`src/rtl/seq_muldiv_unit.sv`:
```
// seq_muldiv_unit: multi-cycle signed/unsigned multiply (radix-4 Booth) and
// divide (non-restoring) unit with a start/busy/done handshake.
// Ports:
//   clock, clear_n          clock, asynchronous active-low reset
//   start, op_div, is_signed request, 0=mul/1=div, signed operands
//   a, b                    multiplicand/dividend, multiplier/divisor
//   busy, done              operation in progress, one-cycle result pulse
//   div_by_zero             last divide had b == 0 (cleared on next accept)
//   hi, lo                  product[2W-1:W]/remainder, product[W-1:0]/quotient
module seq_muldiv_unit #(
  parameter int unsigned WIDTH = 32
) (
  input  logic             clock,
  input  logic             clear_n,
  input  logic             start,
  input  logic             op_div,
  input  logic             is_signed,
  input  logic [WIDTH-1:0] a,
  input  logic [WIDTH-1:0] b,
  output logic             busy,
  output logic             done,
  output logic             div_by_zero,
  output logic [WIDTH-1:0] hi,
  output logic [WIDTH-1:0] lo
);

  localparam int unsigned EXT_W     = WIDTH + 2;               // Booth operand width
  localparam int unsigned ACC_HI_W  = EXT_W + 2;               // room for +/-2M
  localparam int unsigned ACC_W     = ACC_HI_W + EXT_W + 1;    // {A, Q, q_-1}
  localparam int unsigned REM_W     = WIDTH + 1;
  localparam int unsigned CNT_W     = $clog2(WIDTH + 1);
  localparam int unsigned MUL_STEPS = WIDTH / 2 + 1;

  typedef enum logic [2:0] {
    IDLE, MUL_ITER, DIV_ITER, DIV_ZERO, DIV_FIX, DONE
  } state_e;

  state_e             state_q, state_d;
  logic [CNT_W-1:0]   cnt_q, cnt_d;
  logic [EXT_W-1:0]   mcand_q, mcand_d;
  logic [ACC_W-1:0]   acc_q, acc_d;
  logic [REM_W-1:0]   rem_q, rem_d;
  logic [WIDTH-1:0]   quo_q, quo_d;
  logic [WIDTH-1:0]   dvsr_q, dvsr_d;
  logic               neg_quo_q, neg_quo_d;
  logic               neg_rem_q, neg_rem_d;
  logic [WIDTH-1:0]   res_hi_q, res_hi_d;
  logic [WIDTH-1:0]   res_lo_q, res_lo_d;
  logic               res_dbz_q, res_dbz_d;
  logic               busy_q, busy_d;
  logic               done_q, done_d;
  logic               dbz_q, dbz_d;
  logic [WIDTH-1:0]   hi_q, hi_d;
  logic [WIDTH-1:0]   lo_q, lo_d;

  logic [ACC_HI_W-1:0] m_x, booth_add, booth_sum;
  logic [ACC_W-1:0]    booth_next;
  logic [REM_W-1:0]    dvsr_x, rem_sh, rem_next;
  logic [WIDTH-1:0]    quo_next, rem_mag;
  logic                a_neg, b_neg;
  logic [WIDTH-1:0]    a_mag, b_mag;

  // One radix-4 Booth step: add digit*M to the upper field, then arithmetic shift by 2
  always_comb begin : booth_step
    m_x       = {{2{mcand_q[EXT_W-1]}}, mcand_q};
    booth_add = '0;
    case (acc_q[2:0])
      3'b001, 3'b010: booth_add = m_x;
      3'b011:         booth_add = m_x << 1;
      3'b100:         booth_add = -(m_x << 1);
      3'b101, 3'b110: booth_add = -m_x;
      default:        booth_add = '0;
    endcase
    booth_sum  = acc_q[ACC_W-1 -: ACC_HI_W] + booth_add;
    booth_next = $signed({booth_sum, acc_q[EXT_W:0]}) >>> 2;
  end

  // One non-restoring step; quotient bit is 1 when the new remainder is non-negative
  always_comb begin : div_step
    dvsr_x   = {1'b0, dvsr_q};
    rem_sh   = {rem_q[REM_W-2:0], quo_q[WIDTH-1]};
    rem_next = rem_q[REM_W-1] ? rem_sh + dvsr_x : rem_sh - dvsr_x;
    quo_next = {quo_q[WIDTH-2:0], ~rem_next[REM_W-1]};
    rem_mag  = WIDTH'(rem_q[REM_W-1] ? rem_q + dvsr_x : rem_q);
  end

  // Operand magnitudes for the divide path
  always_comb begin : operand_prep
    a_neg = is_signed & a[WIDTH-1];
    b_neg = is_signed & b[WIDTH-1];
    a_mag = a_neg ? -a : a;
    b_mag = b_neg ? -b : b;
  end

  // Next-state and datapath control
  always_comb begin : next_state
    state_d   = state_q;
    cnt_d     = cnt_q;
    mcand_d   = mcand_q;
    acc_d     = acc_q;
    rem_d     = rem_q;
    quo_d     = quo_q;
    dvsr_d    = dvsr_q;
    neg_quo_d = neg_quo_q;
    neg_rem_d = neg_rem_q;
    res_hi_d  = res_hi_q;
    res_lo_d  = res_lo_q;
    res_dbz_d = res_dbz_q;
    hi_d      = hi_q;
    lo_d      = lo_q;
    dbz_d     = dbz_q;
    done_d    = (state_q == DONE);

    case (state_q)
      IDLE, DONE: begin
        state_d = IDLE;
        if (start) begin
          cnt_d = '0;
          dbz_d = 1'b0;
          if (!op_div) begin
            state_d = MUL_ITER;
            mcand_d = {{2{a_neg}}, a};
            acc_d   = {{ACC_HI_W{1'b0}}, {2{b_neg}}, b, 1'b0};
          end else if (b == '0) begin
            state_d = DIV_ZERO;
            quo_d   = a;                 // raw dividend is reported in hi
          end else begin
            state_d   = DIV_ITER;
            rem_d     = '0;
            quo_d     = a_mag;
            dvsr_d    = b_mag;
            neg_quo_d = a_neg ^ b_neg;
            neg_rem_d = a_neg;
          end
        end
      end
      MUL_ITER: begin
        acc_d = booth_next;
        cnt_d = cnt_q + CNT_W'(1);
        if (cnt_q == CNT_W'(MUL_STEPS - 1)) begin
          state_d   = DONE;
          res_hi_d  = booth_next[2*WIDTH:WIDTH+1];
          res_lo_d  = booth_next[WIDTH:1];
          res_dbz_d = 1'b0;
        end
      end
      DIV_ITER: begin
        rem_d = rem_next;
        quo_d = quo_next;
        cnt_d = cnt_q + CNT_W'(1);
        if (cnt_q == CNT_W'(WIDTH - 1)) begin
          state_d = DIV_FIX;
        end
      end
      DIV_FIX: begin
        state_d   = DONE;
        res_lo_d  = neg_quo_q ? -quo_q : quo_q;
        res_hi_d  = neg_rem_q ? -rem_mag : rem_mag;
        res_dbz_d = 1'b0;
      end
      DIV_ZERO: begin
        state_d   = DONE;
        res_hi_d  = quo_q;
        res_lo_d  = '1;
        res_dbz_d = 1'b1;
      end
      default: state_d = IDLE;
    endcase

    // Results become visible only on the edge that raises done
    if (done_d) begin
      hi_d  = res_hi_q;
      lo_d  = res_lo_q;
      dbz_d = res_dbz_q;
    end
    busy_d = (state_d inside {MUL_ITER, DIV_ITER, DIV_ZERO, DIV_FIX}) && !done_d;
  end

  // State and output registers
  always_ff @(posedge clock or negedge clear_n) begin
    if (!clear_n) begin
      state_q   <= IDLE;
      cnt_q     <= '0;
      mcand_q   <= '0;
      acc_q     <= '0;
      rem_q     <= '0;
      quo_q     <= '0;
      dvsr_q    <= '0;
      neg_quo_q <= 1'b0;
      neg_rem_q <= 1'b0;
      res_hi_q  <= '0;
      res_lo_q  <= '0;
      res_dbz_q <= 1'b0;
      busy_q    <= 1'b0;
      done_q    <= 1'b0;
      dbz_q     <= 1'b0;
      hi_q      <= '0;
      lo_q      <= '0;
    end else begin
      state_q   <= state_d;
      cnt_q     <= cnt_d;
      mcand_q   <= mcand_d;
      acc_q     <= acc_d;
      rem_q     <= rem_d;
      quo_q     <= quo_d;
      dvsr_q    <= dvsr_d;
      neg_quo_q <= neg_quo_d;
      neg_rem_q <= neg_rem_d;
      res_hi_q  <= res_hi_d;
      res_lo_q  <= res_lo_d;
      res_dbz_q <= res_dbz_d;
      busy_q    <= busy_d;
      done_q    <= done_d;
      dbz_q     <= dbz_d;
      hi_q      <= hi_d;
      lo_q      <= lo_d;
    end
  end

  assign busy        = busy_q;
  assign done        = done_q;
  assign div_by_zero = dbz_q;
  assign hi          = hi_q;
  assign lo          = lo_q;

endmodule
```
`config.mk`:
```
export PLATFORM = sky130hd
export DESIGN_NAME = seq_muldiv_unit
export DESIGN_NICKNAME = d
export VERILOG_FILES = /design/src/rtl/seq_muldiv_unit.sv
export SDC_FILE = /design/constraint.sdc
export NUM_CORES = 1
export LEC_CHECK = 0
export CORE_MARGIN = 2
export CORE_UTILIZATION = 41
export DETAILED_ROUTE_END_ITERATION = 8
export DONT_BUFFER_PORTS = 1
export GPL_TIMING_DRIVEN = 0
export PLACE_DENSITY = 0.54
export SYNTH_ARGS = -nofsm -noshare
export SYNTH_HDL_FRONTEND = slang
export SYNTH_SLANG_ARGS = --single-unit
```
`constraint.sdc`:
```
create_clock -name clock -period 9.6 [get_ports clock]
set_input_delay 2.4 -clock clock [delete_from_list [all_inputs] [get_ports clock]]
set_output_delay 2.4 -clock clock [all_outputs]
set_load 0.005 [all_outputs]
```
==> summary.txt, run 1 <==
Routing
  • Initial DRC Count: 2607
  • DRC viols: 0
  • Post-Route WL: 98700 microns
  • Detail Route Antenna Nets: 0
  • Routed len/inst: approximately 24 microns
  • TritonRoute pass-1 iters: 6
  • Vias per std cell: 6.05
  • Routed via count: 24400

Placed design
  • Placed cell areas: 25800 sq um
  • Gpl congestion: 0.953
  • HPWL Detailed: 76400 microns
  • Number of I/O port buffers: 0

Cells and area
  • P&R area growth vs syn: 9.78%
  • Most frequent cells in the layout: nand2_1 (622), dfrtp_1 (342), nor2_1 (290)
  • Most common cell after layout, fill and taps aside: nand2_1
  • Share of layout cells above drive strength 1: 4.23%
  • # fillers: 6182
  • Final Cell Area: 27300 sq um
  • Final #Nets: roughly 3400

Critical path
  • Reg2Reg Launch Point: rem_q[32]$_DFFE_PN0P_
  • Worst Setup SP: rem_q[32]$_DFFE_PN0P_
  • Worst Setup End Kind: flip-flop
  • CP max stage delay: about 0.62 ns
  • Worst Path Arrival: 8.21 ns
  • Most frequent CP cell: buf_1
  • Worst Setup Start Kind: flip-flop
  • CP max FO: 10
  • WS Path Type: flip-flop to flip-flop
  • CP Data Required Time: about 10 ns
  • Slowest-stage cell, CP: buf_1
  • Cells along the critical path: clkbuf_1, buf_1, clkbuf_1, buf_1, clkbuf_1, buf_1, buf_1, mux2_2, ha_1, a21o_1, a21o_1, a211oi_1, o21ai_0, o211a_1, a211o_1, o31ai_1, o311ai_0, o31ai_1, xor2_1, o21ai_0
  • R2R depth: 20

STA
  • Fmax: 128 MHz
  • Tcrit/Tclk final: 81.2%
  • RSZ-0062 raised after global routing: false
  • Clk_skew: between 0.04 and 0.05 ns
  • Slew @ Worst Pin: 1.24 ns
  • Final setup violation count: 0
  • Setup tns final: 0 ns
  • Slew Limit Fails: 0
  • Max_slew headroom: 16.7%
  • Final Hold Viols: 0
  • Worst hold margin: 0.460 ns
  • Min cycle time layout: 7.80 ns

Floorplan
  • Die H: 250 microns
  • Core area: 60100 sq um
  • Initial core utilization: 41.3%
  • Num rows: 90
  • Die Wd: approximately 250 microns
  • DIE AREA: 62600 sq um
  • Number of I/O pins: ~140

GRT
  • Grt total ovfl: 0
  • Vias in the first global route: about 23000
  • First-pass GRT wire length: ~150000 microns
  • Largest net degree at the start of global routing: 343
  • GRT Util Overall: 31.0%
  • Antenna violations before repair: 1

Logic synthesis
  • Synth Instances: 3183
  • Post-synth top flop: dfrtp_1
  • Synth Area in Adders: under 10%
  • Simple logic cell fraction of the synthesized area: 22.2%
  • Synth unique cells: between 80 and 90
  • Largest family of logic cells by synthesized area: compound AO/OA/AOI/OAI gates
  • XOR/XNOR Fraction of Synth Area: 8.81%
  • EDFF count, synth: 0
  • Register area share after synthesis: between 30% and 40%
  • Synthesized area per cell: 7.81 sq um
  • Syn Nets: 3361
  • Compound-Gate Fraction of Synth Area: 23.0%
  • Synth async-reset ratio: 100%
  • Synthesis-stage register bit count: 342
  • Synthesis Warnings: 0
  • Synthesized area: 24900 sq um
  • Post-synthesis mux area share: under 10%

Clock network
  • CTS Hold Bufs: 0
  • Clock buffer depth: 3
  • Sink Count: around 340
  • CTS resizes: 0
  • Clk slew on worst S/H paths: 0.06 ns
  • CTS tree: built
  • Max H-tree Level: 2
  • Postcts setup bufs: 0
  • Clk root buf: clkbuf_16
  • TritonCTS Buffers: 44
  • Clk_lat worst skew: 0.60 ns

Worst hold path
  • Hold Crit Class: flip-flop to flip-flop
  • Worst hold path depth: 2
  • Hold wc startpoint: res_lo_q[22]$_DFFE_PN0P_

Outcome
  • Status: completed

Run
  • Max-Cap Viols: 0
-- final timing paths --
check | to | slack (ns)
min in group asynchronous | lo[21]$_DFFE_PN0P_ | 1.51
setup reg to reg | rem_q[31]$_DFFE_PN0P_ | 1.80
hold / removal | lo[22]$_DFFE_PN0P_ | 0.46
setup / recovery | rem_q[31]$_DFFE_PN0P_ | 1.80
max in group asynchronous | rem_q[24]$_DFFE_PN0P_ | 7.47
hold reg to reg | lo[22]$_DFFE_PN0P_ | 0.46
-- critical path, delay by kind of cell, from the launching register on --
family	cells	cell delay, ns
flops	1	0.36
compound gates	10	3.06
buf+inv	7	3.27
xor+xnor	1	0.16
mux	1	0.45
fa+ha+maj	1	0.28
-- final cells by class --
class	count	area (sq um)	share of cell area, %
clock inverter	16	164	0.601
clock buffer	61	1280	4.71
multi-input combinational	2586	15300	56.2
inverter	65	244	0.894
tap	782	978	3.59
antenna	1	2.50	0.00917
buffer	190	726	2.66
sequential	342	8560	31.4
-- synth_stat cells, drive strengths merged, types with 7 or more instances --
cell type | n | area, sq um
nand2 | 622 | 2330
nand3 | 74 | 370
a221oi | 18 | 158
clkbuf | 156 | 586
inv | 65 | 244
buf | 34 | 140
or2 | 11 | 68.8
a211oi | 25 | 198
nor2 | 290 | 1090
dfrtp | 342 | 8560
nand4 | 21 | 131
xnor2 | 155 | 1360
o21a | 19 | 143
or3 | 34 | 213
o31ai | 34 | 274
a31oi | 80 | 500
and3 | 16 | 100
a22o | 31 | 272
nor4 | 16 | 106
nor3 | 66 | 335
o22ai | 22 | 138
o21bai | 8 | 60.1
a2111oi | 7 | 62.6
o211ai | 13 | 97.6
mux2 | 33 | 372
and2 | 14 | 87.6
or4 | 14 | 109
o21ai | 281 | 1410
nand2b | 30 | 188
a21oi | 232 | 1160
a21o | 44 | 330
a21boi | 10 | 75.1
xor2 | 95 | 832
o41ai | 15 | 131
mux2i | 13 | 130
nor2b | 24 | 150
ha | 106 | 1330
a211o | 10 | 87.6
a22oi | 31 | 233
-- cell families after synthesis --
kind of cell    after synthesis
simple gates               1259
compound gates              922
flops                       342
buf+inv                     255
xor+xnor                    250
fa+ha+maj                   109
mux                          46
-- sequential cells by signal, indices dropped and copies added (netlist names), 3 cells and up --
signal    cells
quo_q        32
state_q       3
lo           32
acc_q        69
res_hi_q     32
mcand_q      33
cnt_q         6
dvsr_q       32
hi           32
res_lo_q     32
rem_q        33
-- metal layers --
layer / routed length (microns) / GRT usage [%]
met5: 13 / 0
met4: 3940 / 11.6
met3: 7140 / 5.19
met2: 43300 / 47.5
met1: 44300 / 43.6
-- metrics by stage --
stage          worst slack [ns]  utilization (%)  cells
6_report                   1.80             45.4   4043
5_1_grt                    1.16             45.4   4042
4_1_cts                    1.86             45.4   4042
3_5_place_dp               1.97             43.0   3965
3_3_place_gp               1.84             43.0   3965
2_1_floorplan              3.93                -   3183
Power of run 1 is not shown: default switching activity piles up to over one toggle a cycle in this logic, so the estimate is an artifact.
==> run 2, diff against run 1 <==
==> constraint.sdc (replaced) <==
create_clock -name clock -period 7.8 [get_ports clock]
set_input_delay 1.95 -clock clock [delete_from_list [all_inputs] [get_ports clock]]
set_output_delay 1.95 -clock clock [all_outputs]
set_load 0.005 [all_outputs]
==> run 2 against run 1 <==
Setup slack got worse by 1.2 ns. Critical path depth unchanged. Clock skew decreased by 0.0036 ns. Via count about the same. Register-to-register slack got worse by 1.2 ns. Clock-buffer cell count unchanged. Flip-flop and latch count unchanged. Critical path type unchanged. Utilization about the same. First-iteration DRC count increased by 4.1%. Die area unchanged. Global-route usage unchanged. Hold slack about the same. Critical endpoint unchanged.
==> summary.txt, run 2 (synthesized netlist as in run 1, its figures left out) <==
Outcome
  • Status: completed

Placed design
  • Post-Place Cells: 3965 (unchanged)
  • HPWL Detailed: 76400 microns (unchanged)
  • Place WS: 0.170 ns (-1.80 ns)
  • Number of I/O port buffers: 0 (unchanged)
  • Gpl congestion: 0.953 (unchanged)

Routing
  • Routed len/inst: 24.4 microns (about the same)
  • Initial DRC Count: 2714 (+4.1%)
  • Vias per std cell: 6.04 (about the same)
  • DRC viols: 0 (unchanged)
  • Routed via count: 24400 (-0.065%)
  • TritonRoute pass-1 iters: 5 (-1)
  • Post-Route WL: 98700 microns (about the same)
  • Detail Route Antenna Nets: 0 (unchanged)

Floorplan
  • Num rows: 90 (unchanged)
  • Core area: 60100 sq um (unchanged)
  • DIE AREA: 62600 sq um (unchanged)
  • Number of I/O pins: 136 (unchanged)
  • Initial core utilization: 41.3% (unchanged)
  • Die H: 250 microns (unchanged)
  • Die Wd: 250 microns (unchanged)

GRT
  • GRT Util Overall: 31.0% (unchanged)
  • Grt total ovfl: 0 (unchanged)
  • First-pass GRT wire length: 148000 microns (unchanged)
  • Largest net degree at the start of global routing: 343 (unchanged)
  • Vias in the first global route: 22700 (unchanged)
  • Antenna violations before repair: 1 (unchanged)

Cells and area
  • Most frequent cells in the layout: nand2_1 (622), dfrtp_1 (342), nor2_1 (290)
  • Share of layout cells above drive strength 1: 4.36% (+0.12 points)
  • Regs by FF count: acc_q x69, mcand_q x33, rem_q x33
  • Most common cell after layout, fill and taps aside: nand2_1
  • # fillers: 6177 (-0.081%)
  • Final #Nets: 3407 (unchanged)
  • P&R area growth vs syn: 9.81% (about the same)
  • Max FFs per register: 69 (unchanged)
  • Final core utilization: 45.4% (about the same)
  • Non-filler instance count after layout: 4043 (unchanged)
  • Reg with most FFs: acc_q

Clock network
  • Clk slew on worst S/H paths: 0.06 ns (about the same)
  • Clk_lat worst skew: 0.60 ns (about the same)
  • CTS Hold Bufs: 0 (unchanged)
  • Max H-tree Level: 2 (unchanged)
  • Clock buffer depth: 3 (unchanged)
  • CTS resizes: 0 (unchanged)
  • Clk root buf: clkbuf_16
  • Postcts setup bufs: 0 (unchanged)
  • CTS tree: built
  • TritonCTS Buffers: 44 (unchanged)
  • Sink Count: 342 (unchanged)

STA
  • Worst setup margin: 0.564 ns (-1.24 ns)
  • Min cycle time layout: 7.24 ns (-0.560 ns)
  • RSZ-0062 raised after global routing: false
  • Setup tns final: 0 ns (unchanged)
  • Fmax: 138 MHz (+7.7%)
  • Tcrit/Tclk final: 92.8% (+12 points)
  • Slew @ Worst Pin: 1.24 ns (+0.00606 ns)
  • Final Hold Viols: 0 (unchanged)
  • Final setup violation count: 0 (unchanged)
  • Max_slew headroom: 16.3% (-0.41 points)
  • Clk_skew: 0.0450 ns (-0.00359 ns)
  • Slew Limit Fails: 0 (unchanged)

Worst hold path
  • Hold Crit Class: flip-flop to flip-flop
  • Worst hold path depth: 2 (unchanged)

Critical path
  • CP Data Required Time: 8.22 ns (-1.80 ns)
  • Worst Setup End Kind: flip-flop
  • Worst Path Arrival: 7.65 ns (-0.56 ns)
  • WS Path Type: flip-flop to flip-flop
  • CP max FO: 10 (unchanged)
  • Worst Setup Start Kind: flip-flop
  • R2R depth: 20 (unchanged)

Run
  • Max-Cap Viols: 0 (unchanged)
-- run 2: cell types whose count changed in the layout (fill, tap and decap cells not counted), sizes merged --
cell / change
buf: -3
clkbuf: +3
-- run 2: final cells by class --
| type | instances | area [sq um] | area share, % |
|---|---|---|---|
| inverter | 65 | 244 | 0.894 |
| buffer | 190 | 729 | 2.67 |
| clock inverter | 16 | 164 | 0.601 |
| sequential | 342 | 8560 | 31.4 |
| multi-input combinational | 2586 | 15300 | 56.2 |
| antenna | 1 | 2.50 | 0.00917 |
| clock buffer | 61 | 1280 | 4.71 |
| tap | 782 | 978 | 3.58 |
-- run 2: metal layers --
metal	GRT usage, %	vias to the layer above	share of wire (%)
met5	0	-	0.013
met4	11.6	2	3.9
met3	5.19	171	7.1
met2	47.5	930	44
met1	43.6	12000	45
li1	-	11400	-
-- run 2: final timing paths --
check	from	slack, ns	endpoint
min reg2reg	res_lo_q[22]$_DFFE_PN0P_	0.46	lo[22]$_DFFE_PN0P_
max reg2reg	rem_q[32]$_DFFE_PN0P_	0.56	rem_q[31]$_DFFE_PN0P_
min in group asynchronous	clear_n	1.06	lo[21]$_DFFE_PN0P_
min	res_lo_q[22]$_DFFE_PN0P_	0.46	lo[22]$_DFFE_PN0P_
max in group asynchronous	clear_n	6.13	rem_q[28]$_DFFE_PN0P_
max	rem_q[32]$_DFFE_PN0P_	0.56	rem_q[31]$_DFFE_PN0P_
-- run 2: critical path: stages (launching register included) --
cell and delay, ns:
dfrtp_1 0.36, clkbuf_1 0.33, clkbuf_2 0.35, clkbuf_1 0.47
buf_1 0.44, clkbuf_1 0.44, buf_1 0.42, clkbuf_2 0.42
mux2_2 0.42, ha_1 0.28, a21o_1 0.18, a21o_1 0.21
a211oi_1 0.43, o21ai_0 0.34, o211a_1 0.36, a211o_1 0.35
o31ai_2 0.38, o311ai_0 0.28, o31ai_1 0.31, xor2_1 0.16
o21ai_0 0.08
-- run 2: stage by stage --
| stage | hold WS, ns | instance area, sq um |
|---|---|---|
| floorplan | 0.433 | 24900 |
| global placement | 0.458 | 25800 |
| detailed placement | 0.457 | 25800 |
| CTS | 0.468 | 27300 |
| global route | 0.493 | 27300 |
| finish | 0.460 | 27300 |
Power of run 2 is left out for the same reason.
